==> src/rtl/wu_fetch_sequencer_pkg.sv <==
// rtl/wu_fetch_sequencer_pkg.sv - shared types and defaults for the WU fetch sequencer
package wu_fetch_sequencer_pkg;

    localparam int WUF_ADDR_W  = 10;
    localparam int WUF_CREDITS = 4;
    localparam int WUF_MEM_LAT = 2;

    typedef enum logic [1:0] {
        ST_IDLE  = 2'd0,
        ST_RUN   = 2'd1,
        ST_DRAIN = 2'd2
    } wuf_state_e;

    // One slot per outstanding read; live drops when the read becomes wrong-path.
    typedef struct packed {
        logic issued;
        logic live;
    } keep_ent_t;

endpackage

==> src/rtl/wu_fetch_credit_counter.sv <==
// rtl/wu_fetch_credit_counter.sv - saturating decode-credit counter with sticky overflow flag
module wu_fetch_credit_counter #(
    parameter int CREDITS = 4,
    parameter int CW      = $clog2(CREDITS + 1)
) (
    input  logic          clk,
    input  logic          rst_i,
    input  logic          load_i,
    input  logic          dec_i,
    input  logic          inc_int_i,
    input  logic          inc_ext_i,
    output logic [CW-1:0] count_o,
    output logic          err_o
);

    localparam logic [CW:0] FULL = (CW + 1)'(CREDITS);

    logic [CW-1:0] count_q, count_d;
    logic          err_q, err_d;
    logic [CW:0]   sum;
    logic          overflow;

    always_comb begin
        sum      = {1'b0, count_q} + {{CW{1'b0}}, inc_int_i} + {{CW{1'b0}}, inc_ext_i}
                 - {{CW{1'b0}}, dec_i};
        overflow = (sum > FULL);
        err_d    = err_q | overflow;
        if (load_i || overflow) begin
            count_d = FULL[CW-1:0];
        end else begin
            count_d = sum[CW-1:0];
        end
    end

    always_ff @(posedge clk or posedge rst_i) begin
        if (rst_i) begin
            count_q <= FULL[CW-1:0];
            err_q   <= 1'b0;
        end else begin
            count_q <= count_d;
            err_q   <= err_d;
        end
    end

    assign count_o = count_q;
    assign err_o   = err_q;

endmodule

==> src/rtl/wu_fetch_sequencer.sv <==
// rtl/wu_fetch_sequencer.sv - credit-paced WU instruction fetch with keep/squash tagging
module wu_fetch_sequencer
    import wu_fetch_sequencer_pkg::*;
#(
    parameter int ADDR_W  = WUF_ADDR_W,
    parameter int CREDITS = WUF_CREDITS,
    parameter int MEM_LAT = WUF_MEM_LAT
) (
    input  logic              clk,
    input  logic              reset_poweron,
    input  logic              sys__wuf__start,
    input  logic [ADDR_W-1:0] sys__wuf__start_addr,
    output logic              wuf__sys__busy,
    output logic              wuf__sys__done,
    output logic              wuf__sys__credit_err,
    output logic              wuf__wum__valid,
    output logic              wuf__wum__read,
    output logic [ADDR_W-1:0] wuf__wum__addr,
    output logic              wuf__wud__keep,
    input  logic              wud__wuf__credit,
    input  logic              wud__wuf__jump,
    input  logic [ADDR_W-1:0] wud__wuf__jump_addr,
    input  logic              wud__wuf__halt
);

    localparam int CW = $clog2(CREDITS + 1);

    wuf_state_e                 state_q, state_d;
    logic [ADDR_W-1:0]          pc_q, pc_d;
    keep_ent_t [MEM_LAT-1:0]    pipe_q, pipe_d;
    logic                       valid_q, valid_d;
    logic                       busy_q, busy_d;
    logic                       done_q, done_d;

    logic [CW-1:0]              credits;
    logic                       issue, kill, load, drained, keep, ret_int;

    wu_fetch_credit_counter #(
        .CREDITS (CREDITS),
        .CW      (CW)
    ) u_credit (
        .clk       (clk),
        .rst_i     (reset_poweron),
        .load_i    (load),
        .dec_i     (issue),
        .inc_int_i (ret_int),
        .inc_ext_i (wud__wuf__credit),
        .count_o   (credits),
        .err_o     (wuf__sys__credit_err)
    );

    // The oldest slot exits this cycle, so only the younger slots hold reads still owed.
    always_comb begin
        drained = 1'b1;
        for (int i = 0; i < MEM_LAT - 1; i++) begin
            if (pipe_q[i].issued) drained = 1'b0;
        end
    end

    always_comb begin
        state_d = state_q;
        pc_d    = pc_q;
        valid_d = 1'b0;
        busy_d  = busy_q;
        done_d  = 1'b0;
        issue   = 1'b0;
        kill    = 1'b0;
        load    = 1'b0;
        case (state_q)
            ST_IDLE: begin
                // done_q high means we left DRAIN on the last edge; that start is dropped.
                if (sys__wuf__start && !done_q) begin
                    state_d = ST_RUN;
                    pc_d    = sys__wuf__start_addr;
                    valid_d = 1'b1;
                    busy_d  = 1'b1;
                end
            end
            ST_RUN: begin
                if (wud__wuf__halt) begin
                    state_d = ST_DRAIN;
                    kill    = 1'b1;
                end else if (wud__wuf__jump) begin
                    kill    = 1'b1;
                    pc_d    = wud__wuf__jump_addr;
                end else if (credits != '0) begin
                    issue   = 1'b1;
                    pc_d    = pc_q + ADDR_W'(1);
                end
            end
            ST_DRAIN: begin
                if (drained) begin
                    state_d = ST_IDLE;
                    done_d  = 1'b1;
                    busy_d  = 1'b0;
                    load    = 1'b1;
                end
            end
            default: state_d = ST_IDLE;
        endcase

        // A kill also squashes the word returning in the same cycle as the redirect.
        keep    = pipe_q[MEM_LAT-1].issued & pipe_q[MEM_LAT-1].live & ~kill;
        ret_int = pipe_q[MEM_LAT-1].issued & ~keep;

        pipe_d[0].issued = issue;
        pipe_d[0].live   = issue;
        for (int i = 1; i < MEM_LAT; i++) begin
            pipe_d[i].issued = pipe_q[i-1].issued;
            pipe_d[i].live   = pipe_q[i-1].live & ~kill;
        end
    end

    always_ff @(posedge clk or posedge reset_poweron) begin
        if (reset_poweron) begin
            state_q <= ST_IDLE;
            pc_q    <= '0;
            pipe_q  <= '0;
            valid_q <= 1'b0;
            busy_q  <= 1'b0;
            done_q  <= 1'b0;
        end else begin
            state_q <= state_d;
            pc_q    <= pc_d;
            pipe_q  <= pipe_d;
            valid_q <= valid_d;
            busy_q  <= busy_d;
            done_q  <= done_d;
        end
    end

    assign wuf__sys__busy  = busy_q;
    assign wuf__sys__done  = done_q;
    assign wuf__wum__valid = valid_q;
    assign wuf__wum__read  = issue;
    assign wuf__wum__addr  = pc_q;
    assign wuf__wud__keep  = keep;

endmodule
==> config.mk <==
export PLATFORM = sky130hd
export DESIGN_NAME = wu_fetch_sequencer
export DESIGN_NICKNAME = d
export VERILOG_FILES = /design/src/rtl/wu_fetch_sequencer_pkg.sv /design/src/rtl/wu_fetch_credit_counter.sv /design/src/rtl/wu_fetch_sequencer.sv
export SDC_FILE = /design/constraint.sdc
export NUM_CORES = 1
export LEC_CHECK = 0
export ABC_AREA = 1
export CORE_MARGIN = 2
export CORE_UTILIZATION = 47
export DETAILED_ROUTE_END_ITERATION = 10
export PLACE_DENSITY = 0.8
export SETUP_SLACK_MARGIN = 0.2
export SLEW_MARGIN = 40
export SYNTH_ARGS = -nofsm -noshare
export SYNTH_HDL_FRONTEND = slang
export SYNTH_SLANG_ARGS = --single-unit
==> constraint.sdc <==
create_clock -name clk -period 3 [get_ports clk]
set_input_delay 0.9 -clock clk [delete_from_list [all_inputs] [get_ports clk]]
set_output_delay 0.9 -clock clk [all_outputs]
set_load 0.02 [all_outputs]
==> flow_metrics.tcl, run 1 <==
set metrics [dict create \
    antenna_left 0 \
    wl_met2_mm 1.54 \
    worst-setup-path-type "input pin to flop" \
    overflow 0 \
    syn-cell-area_um2 1420 \
    cp-end-kind "flop" \
    dp_hpwl_mm 2.46 \
    whs_path_depth 0 \
    wl_per_cell_um 11.9 \
    yosysTopAreaCellShare 0.370 \
    synth_fp_nets 227 \
    r2r_cells 13 \
    num_vias 1423 \
    max-slew-margin-rel 0.802 \
    fin_crit_ps 2760 \
    drtIter0Drc 57 \
    final_cells 277 \
    arrival_ps 3000 \
    power_density_nw_per_um2 870 \
    r2r-start "state_q[1]$_DFFE_PP0P_" \
    grt_pass1_vias 1307 \
    top_layer_used "met4" \
    worst-path-buf-inv 3 \
    insertion_delay_ps 310 \
    synth_seq_area_share 0.389 \
    dieArea_um2 3470 \
    n_antenna_cell 0 \
    fin_ws_ps 244 \
    antenna_found_initial 0 \
    cts_max_level 1 \
    syn2layout_area_growth_pct 41.5 \
    fin_skew_ps 7.40 \
    slowest_delay_ps 400 \
    clock-sinks 22 \
    dieHeight_um 58.9 \
    cp_top_family "adder cells" \
    gr-usage-all-layers 0.211 \
    ys_ff_latch 22 \
    viasPerCell 5.14 \
    setup_viol 0 \
    initial_core_util 0.506 \
    dp.cells 270 \
    rows 19 \
    slew_violations 0 \
    worst_pin_slew_ps 296 \
    io_buffers 41 \
    dpl_worst_slack_ps -497 \
    cts_inserted_buffers 3 \
    hold_viol 0 \
    fillers 238 \
    period_share 0.919 \
    fmaxAchievable_mhz 363 \
    ios 42 \
    leakage_uw 0.000975 \
    tns_ps 0 \
    post-route-drc-count 3 \
    drive_above_1_share 0.191 \
    synth.largest_area_cell "dfrtp_1" \
    fin_nets 279 \
    synth_cell_types 29 \
    crit_required_ps 3240 \
    clockBufferDepth 2 \
    grt_pass1_wl_mm 5.62 \
    cts_tree "built" \
    min_from "pipe_q[0]$_DFF_PP0_" \
    outcome "complete, but fails checks" \
    clk_pin_slew_ps 120 \
    core_area_um2 2810 \
    path_max_fanout 3 \
    cp_slowest_cell "fa_2" \
    syn_inst 195 \
    root_buffer "clkbuf_4" \
    dr.pass1.iters 7 \
    routed_wl_mm 3.30 \
    power_uw 1750 \
    met3_length_um 206 \
    gp_congestion 0.808 \
    yosys_warnings 0 \
    rsz0062_at_grt "true" \
    grt_max_degree 23 \
    holdCritPathClass "flop to flop" \
    synth_area_leaders "dfrtp_1 (37%), nand2_1 (12%), nor2_1 (9.8%)" \
    violations "DRC" \
    cp-start-kind "input pin" \
    crit_chain "buf_6 > buf_6 > nor4_4 > ha_1 > inv_2 > fa_2 > fa_2 > xnor2_2 > a21oi_1 > nor2_1 > nand2_1 > nor2_1" \
    cp-startpoint "wud__wuf__halt" \
    worst-path-stages 12 \
    drt-met1-wl_mm 1.53 \
    die_w_um 58.9 \
    synth_area_per_cell_um2 7.28 \
    vdd_drop_max_uv 473 \
    maxCapViolCount 0 \
]
==> registers in the layout (all words and copies together), names as in the netlist <==
name / count
wuf__wum__addr: 10
pipe_q: 3
u_credit.count_o: 3
state_q: 2
u_credit.err_o: 1
wuf__sys__busy: 1
wuf__sys__done: 1
wuf__wum__valid: 1
==> synth_stat cells, drive strengths merged <==
library cell  number
dfrtp             21
nand2             47
nor4               1
nand4              1
ha                 4
fa                 2
o211ai             1
xor2               1
a21oi             14
clkbuf             1
buf                3
nor3               2
dfstp              1
nor2              42
inv               29
xnor2              2
o31ai              1
nand3             13
o21ai              7
clkinv             1
nand3b             1
==> metrics by stage <==
| stage | utilization | hold WS (ps) | instance area [um2] |
|---|---|---|---|
| 6_report | 0.716 | 435 | 2010 |
| 5_1_grt | 0.716 | 467 | 2010 |
| 4_1_cts | 0.707 | 435 | 1980 |
| 3_5_place_dp | 0.690 | 399 | 1940 |
| 3_3_place_gp | 0.690 | 385 | 1940 |
| 2_1_floorplan | - | 375 | 1490 |
==> cell families (layout without fill, tap and decap cells) <==
| family | Yosys count | count (layout) | synth area share |
|---|---|---|---|
| xor+xnor | 3 | 3 | 0.0185 |
| flops | 22 | 22 | 0.389 |
| compound gates | 23 | 23 | 0.106 |
| buf+inv | 34 | 85 | 0.101 |
| fa+ha+maj | 6 | 6 | 0.0635 |
| simple gates | 107 | 107 | 0.322 |
==> layout by cell type, fill, tap and decap left out, types with 2 or more instances in the layout <==
cell and count:
nand2_1 45, nor2_1 37, clkdlybuf4s50_1 37, inv_1 24, dfrtp_1 21, nand3_1 12
buf_4 10, a21oi_2 7, a21oi_1 6, nor2_2 5, o21ai_0 5, inv_2 4
ha_1 4, clkbuf_4 3, o21ai_2 2, fa_2 2, buf_6 2
==> layout make-up <==
class / instances / area [um2] / area share
tap: 31 / 38.8 / 0.0193
inverter: 30 / 120 / 0.0598
multi-input combinational: 139 / 779 / 0.388
timing repair buffer: 51 / 482 / 0.240
sequential: 22 / 552 / 0.275
clock buffer: 4 / 36.3 / 0.0181
==> worst paths after layout <==
kind	endpoint	slack, ps
min	pipe_q[3]$_DFF_PP0_	440
min in group asynchronous	wuf__wum__valid$_DFF_PP0_	930
max	u_credit.count_o[1]$_DFF_PP0_	240
min reg2reg	pipe_q[3]$_DFF_PP0_	440
max reg2reg	u_credit.count_o[1]$_DFF_PP0_	320
max in group asynchronous	u_credit.count_o[2]$_DFF_PP1_	1790
==> per-layer routing <==
layer	vias to the layer above	global-route usage
met5	-	0
met4	0	0.0714
met3	2	0.0198
met2	49	0.340
met1	657	0.298
li1	715	-
==> repair_timing <==
action,CTS,global route
gates resized for setup,9,12
endpoints found under the setup margin,6,4
hold buffers,0,0
pin swaps,3,8
setup buffers,1,2
==> power by group <==
group / internal [uW] / switching, uW
clock: 74.0 / 90.1
sequential: 410 / 127
combinational: 445 / 601
Power figures use the tool's default switching activity.
==> run 2: changes to the inputs <==
Settings changed: CORE_ASPECT_RATIO set to 0.8.
==> run 2 against run 1 <==
  * The flow now finishes without violations
  * Die area is essentially flat
  * Global-route usage decreased by 0.11 points
  * Largest cell class unchanged
  * Clock power up 70%
  * Register-to-register slack lost 30 ps
==> flow_metrics.tcl, run 2 (synthesis gave the netlist of run 1 again) <==
set metrics [dict create \
    grt_pass1_vias 1235 \
    whs_path_depth 0 \
    r2r_cells 12 \
    cp_slowest_cell "fa_2" \
    slowest_delay_ps 410 \
    worst_pin_slew_ps 315 \
    post_cts_buffers 0 \
    period_share 0.932 \
    rrSetupSlack_ps 290 \
    power_density_nw_per_um2 909 \
    fin_area_um2 2030 \
    p_int_uw 1030 \
    clk_pin_slew_ps 90 \
    drive_above_1_share 0.174 \
    p_seq_frac 0.291 \
    crit_required_ps 3200 \
    overflow 0 \
    grt_max_degree 23 \
    cts_max_level 1 \
    dieHeight_um 53.1 \
    antenna_found_initial 0 \
    arrival_ps 2990 \
    gp_congestion 0.809 \
    dieArea_um2 3480 \
    post-route-drc-count 0 \
    outcome "finished clean" \
    grt_pass1_wl_mm 5.51 \
    p_sw_frac 0.444 \
    viasPerCell 4.85 \
    ios 42 \
    dp_hpwl_mm 2.35 \
    dpl_cell_area_um2 1940 \
    gr-usage-all-layers 0.210 \
    final_cell_mix "nand2_1 (45), nor2_1 (37), clkdlybuf4s50_1 (37)" \
    cts_tree "built" \
    maxCapViolCount 0 \
    num_vias 1359 \
    fin_crit_ps 2800 \
    io_buffers 41 \
    holdCritPathClass "flop to flop" \
    root_buffer "clkbuf_8" \
    r2r-end "u_credit.count_o[0]$_DFF_PP0_" \
    cts_hold_buf 0 \
    dr.pass1.iters 4 \
    worst-setup-path-type "input pin to flop" \
    antenna_left 0 \
    slew_violations 0 \
    final_cells 280 \
    power_uw 1850 \
    fin_skew_ps 8.52 \
    initial_core_util 0.505 \
    cp-startpoint "wud__wuf__halt" \
    r2r-start "state_q[0]$_DFFE_PP0P_" \
    drtIter0Drc 73 \
    die_w_um 65.4 \
    p_switching_uw 819 \
    cp-start-kind "input pin" \
    cts_inserted_buffers 3 \
    combPwrFrac 0.558 \
    routed_wl_mm 3.26 \
    hold_viol 0 \
    endpoint "u_credit.count_o[0]$_DFF_PP0_" \
    fin_nets 275 \
    vdd_drop_max_uv 508 \
    crit_chain "buf_8 > inv_4 > a21oi_4 > o21ai_2 > ha_1 > inv_2 > fa_2 > fa_2 > xnor2_2 > a21oi_1 > nor2_1 > nand2_1 > nor2_1" \
    path_max_fanout 3 \
    fmaxAchievable_mhz 358 \
    clock-sinks 22 \
    insertion_delay_ps 270 \
    dp.cells 276 \
    p_clk_frac 0.151 \
    clockBufferDepth 2 \
    leakage_uw 0.000974 \
    setup_viol 0 \
    core_area_um2 2810 \
    max-slew-margin-rel 0.789 \
    syn2layout_area_growth_pct 43.2 \
    cp-end-kind "flop" \
    rsz0062_at_grt "true" \
    n_antenna_cell 0 \
    final_common_cell "nand2_1" \
    wl_per_cell_um 11.6 \
    largest_reg_flops 10 \
    rows 17 \
]
## run 2: changes by cell type in the layout (fill, tap and decap cells not counted), sizes merged
cell	previous run	this run
dlygate4sd2	1	2
clkbuf	5	3
buf	12	8
bufinv	0	1
## run 2: worst min path at each step
stage                                endpoint                 from  slack, ps
after global placement    pipe_q[3]$_DFF_PP0_  pipe_q[0]$_DFF_PP0_        400
after global routing      pipe_q[3]$_DFF_PP0_  pipe_q[0]$_DFF_PP0_        450
after detailed placement  pipe_q[3]$_DFF_PP0_  pipe_q[0]$_DFF_PP0_        390
after floorplan           pipe_q[3]$_DFF_PP0_  pipe_q[0]$_DFF_PP0_        370
final                     pipe_q[3]$_DFF_PP0_  pipe_q[0]$_DFF_PP0_        420
after CTS                 pipe_q[3]$_DFF_PP0_  pipe_q[0]$_DFF_PP0_        420
## run 2: critical path: cells and delay by family
family	cells	cell delay (ps)
XOR/XNOR	1	180
AND/OR/NAND/NOR	3	380
AO/OA/AOI/OAI	3	270
buffers and inverters	3	160
adder cells (fa/ha/maj)	3	1100
## run 2: power by group through the flow
stage / registers (uW) / clock network (uW) / logic, uW
CTS: 531 / 283 / 1020
finish: 538 / 278 / 1030
floorplan: 613 / 0 / 606
detailed placement: 535 / 0 / 1020
global placement: 533 / 0 / 999
global route: 554 / 294 / 1150
## run 2: area by class of cell
type                            count  area, um2
Clock buffer                        3       41.3
Tap cell                           38       47.5
Fill cell                         244        776
Multi-Input combinational cell    139        779
Timing Repair Buffer               47        459
Inverter                           30        123
Clock inverter                      1       30.0
Sequential cell                    22        552
## run 2: per-stage QoR
stage	TNS, ps	hold WS, ps	utilization	worst slack (ps)
detailed placement	-2410	392	0.690	-465
CTS	0	420	0.713	200
floorplan	-81.5	375	-	-40.7
global placement	-2210	397	0.690	-429
finish	0	417	0.724	204
global route	0	445	0.724	96.4
## run 2: layer usage
layer	track usage	part of all wire
met1	0.286	0.50
met2	0.345	0.45
met3	0.0383	0.042
met4	0.0556	0.0064
met5	0	0
## run 2: repair_timing
action | in CTS | in global routing
endpoints found under the hold margin | 0 | 0
pin swaps | 0 | 10
endpoints found under the setup margin | 6 | 2
resized for setup | 9 | 13
==> run 3: changes to the inputs <==
Settings changed: CTS_BUF_LIST set to sky130_fd_sc_hd__clkbuf_16.
==> run 3 against run 2 <==
  * Total power rose by 4.8%
  * Via count increased by 0.96%
  * Cell area rose by 0.37%
  * Sequential share of layout area fell by 0.10 points
  * Die area unchanged
  * Non-clock buffer count is 1 higher
  * Count of clock-buffer cells in the layout stayed put
  * Flip-flop and latch count did not move
  * Maximum frequency increased by 3.5%
  * Core utilization grew 0.27 points
  * Critical path type unchanged
  * Largest power group unchanged
  * Highest routed layer unchanged
==> flow_metrics.tcl, run 3 (synthesis gave the netlist of run 1 again) <==
set metrics [dict create \
    n_antenna_cell 0 \
    hold_ws_ps 413 \
    cp-start-kind "input pin" \
    overflow 0 \
    worst-path-buf-inv 4 \
    worst_pin_slew_ps 503 \
    fillers 237 \
    clockBufferDepth 2 \
    fin_area_um2 2040 \
    cp_top_family "adder cells" \
    fin_skew_ps 2.86 \
    fmaxAchievable_mhz 370 \
    dpl_cell_area_um2 1940 \
    grt_max_degree 23 \
    final_cell_mix "nand2_1 (45), nor2_1 (37), clkdlybuf4s50_1 (37)" \
    num_vias 1372 \
    power_density_nw_per_um2 949 \
    drtIter0Drc 49 \
    hold_viol 0 \
    slew_violations 0 \
    cts_inserted_buffers 3 \
    largest_reg_flops 10 \
    ios 42 \
    die_w_um 65.4 \
    viasPerCell 4.88 \
    grt_pass1_wl_mm 5.78 \
    dr.pass1.iters 6 \
    multi_input_area_um2 762 \
    holdCritPathClass "flop to flop" \
    r2r-start "u_credit.count_o[1]$_DFF_PP0_" \
    antenna_left 0 \
    dieArea_um2 3480 \
    final_util 0.726 \
    cp-end-kind "flop" \
    dp.cells 276 \
    post-route-drc-count 0 \
    outcome "finished clean" \
    arrival_ps 2850 \
    cts_max_level 1 \
    routed_wl_mm 3.43 \
    fin_nets 276 \
    leakage_uw 0.000993 \
    min_from "pipe_q[0]$_DFF_PP0_" \
    cts_hold_buf 0 \
    dieHeight_um 53.1 \
    worst-setup-path-type "input pin to flop" \
    r2r-end "u_credit.count_o[0]$_DFF_PP0_" \
    period_share 0.901 \
    wl_per_cell_um 12.2 \
    slowest_delay_ps 520 \
    r2r_cells 11 \
    whs_path_depth 0 \
    final_cells 281 \
    syn2layout_area_growth_pct 43.7 \
    fin_ws_ps 298 \
    rsz0062_at_grt "false" \
    cp_slowest_cell "fa_2" \
    rows 17 \
    antenna_found_initial 0 \
    drive_above_1_share 0.165 \
    dpl_worst_slack_ps -465 \
    setup_viol 0 \
    gp_congestion 0.809 \
    io_buffers 41 \
    core_area_um2 2810 \
    clock-sinks 22 \
    vdd_drop_max_uv 454 \
    max-slew-margin-rel 0.662 \
    cts_tree "built" \
    initial_core_util 0.505 \
    path_max_fanout 3 \
    min_to "pipe_q[3]$_DFF_PP0_" \
    fin_crit_ps 2700 \
    crit_required_ps 3140 \
    grt_pass1_vias 1261 \
    rrSetupSlack_ps 380 \
    regArea_um2 552 \
    dp_hpwl_mm 2.35 \
    root_buffer "clkbuf_16" \
    gr-usage-all-layers 0.224 \
    clk_pin_slew_ps 60 \
    final_common_cell "nand2_1" \
    insertion_delay_ps 250 \
    maxCapViolCount 0 \
    crit_chain "buf_4 > inv_4 > a21oi_4 > o21ai_1 > ha_1 > inv_1 > fa_2 > fa_2 > inv_1 > a21oi_1 > nor2_1 > nand2_1 > nor2_1" \
]
-- run 3: cell count changes in the layout (fill, tap and decap cells not counted), sizes merged --
cell,previous run,this run
buf,8,9
-- run 3: worst max path at each step --
stage                   start  slack, ps  cells after the start                       endpoint
4_1_cts        wud__wuf__jump        250                     13  u_credit.count_o[1]$_DFF_PP0_
3_3_place_gp   wud__wuf__jump       -430                     13  u_credit.count_o[0]$_DFF_PP0_
2_1_floorplan  wud__wuf__jump        -40                     11  u_credit.count_o[0]$_DFF_PP0_
3_5_place_dp   wud__wuf__jump       -470                     13  u_credit.count_o[0]$_DFF_PP0_
6_report       wud__wuf__jump        300                     13  u_credit.count_o[0]$_DFF_PP0_
5_1_grt        wud__wuf__halt        200                     13  u_credit.count_o[0]$_DFF_PP0_
-- run 3: metrics by stage --
stage                     TNS [ps]  power (uW)
after floorplan              -81.5        1220
after global placement       -2210        1530
after detailed placement     -2410        1550
after CTS                        0        1940
after global routing             0        2090
final                            0        1930
-- run 3: area by class of cell --
cell class / count / area share
Timing Repair Buffer: 48 / 0.222
Clock inverter: 1 / 0.0147
Clock buffer: 3 / 0.0368
Inverter: 30 / 0.0589
Sequential cell: 22 / 0.271
Multi-Input combinational cell: 139 / 0.374
Tap cell: 38 / 0.0233
-- run 3: repair_timing --
item	4_1_cts	5_1_grt
gates cloned	0	0
buffers inserted	0	1
endpoints found under the setup margin	6	2
gates resized for setup	11	2
-- run 3: metal layers --
layer | vias up | GRT usage | share of wire | routed length [um]
met5 | - | 0 | 0 | 0
met4 | 0 | 0.0625 | 0.013 | 44
met3 | 4 | 0.0404 | 0.043 | 146
met2 | 35 | 0.372 | 0.47 | 1600
met1 | 628 | 0.301 | 0.48 | 1640
li1 | 705 | - | - | -
-- run 3: worst reg2reg max path: stages, from the launching register on --
cell and delay (ps):
dfrtp_1 410, nor3_1 450, nor4_4 80, ha_1 290
inv_1 40, fa_2 350, fa_2 520, inv_1 50
a21oi_1 130, nor2_1 80, nand2_1 80, nor2_1 50
-- run 3: power breakdown --
part	total, uW	switching (uW)	internal [uW]	leakage, uW
registers	533	122	411	0.000264
clock network	369	105	265	0.0000511
logic	1030	601	431	0.000677
total	1930	827	1110	0.000993
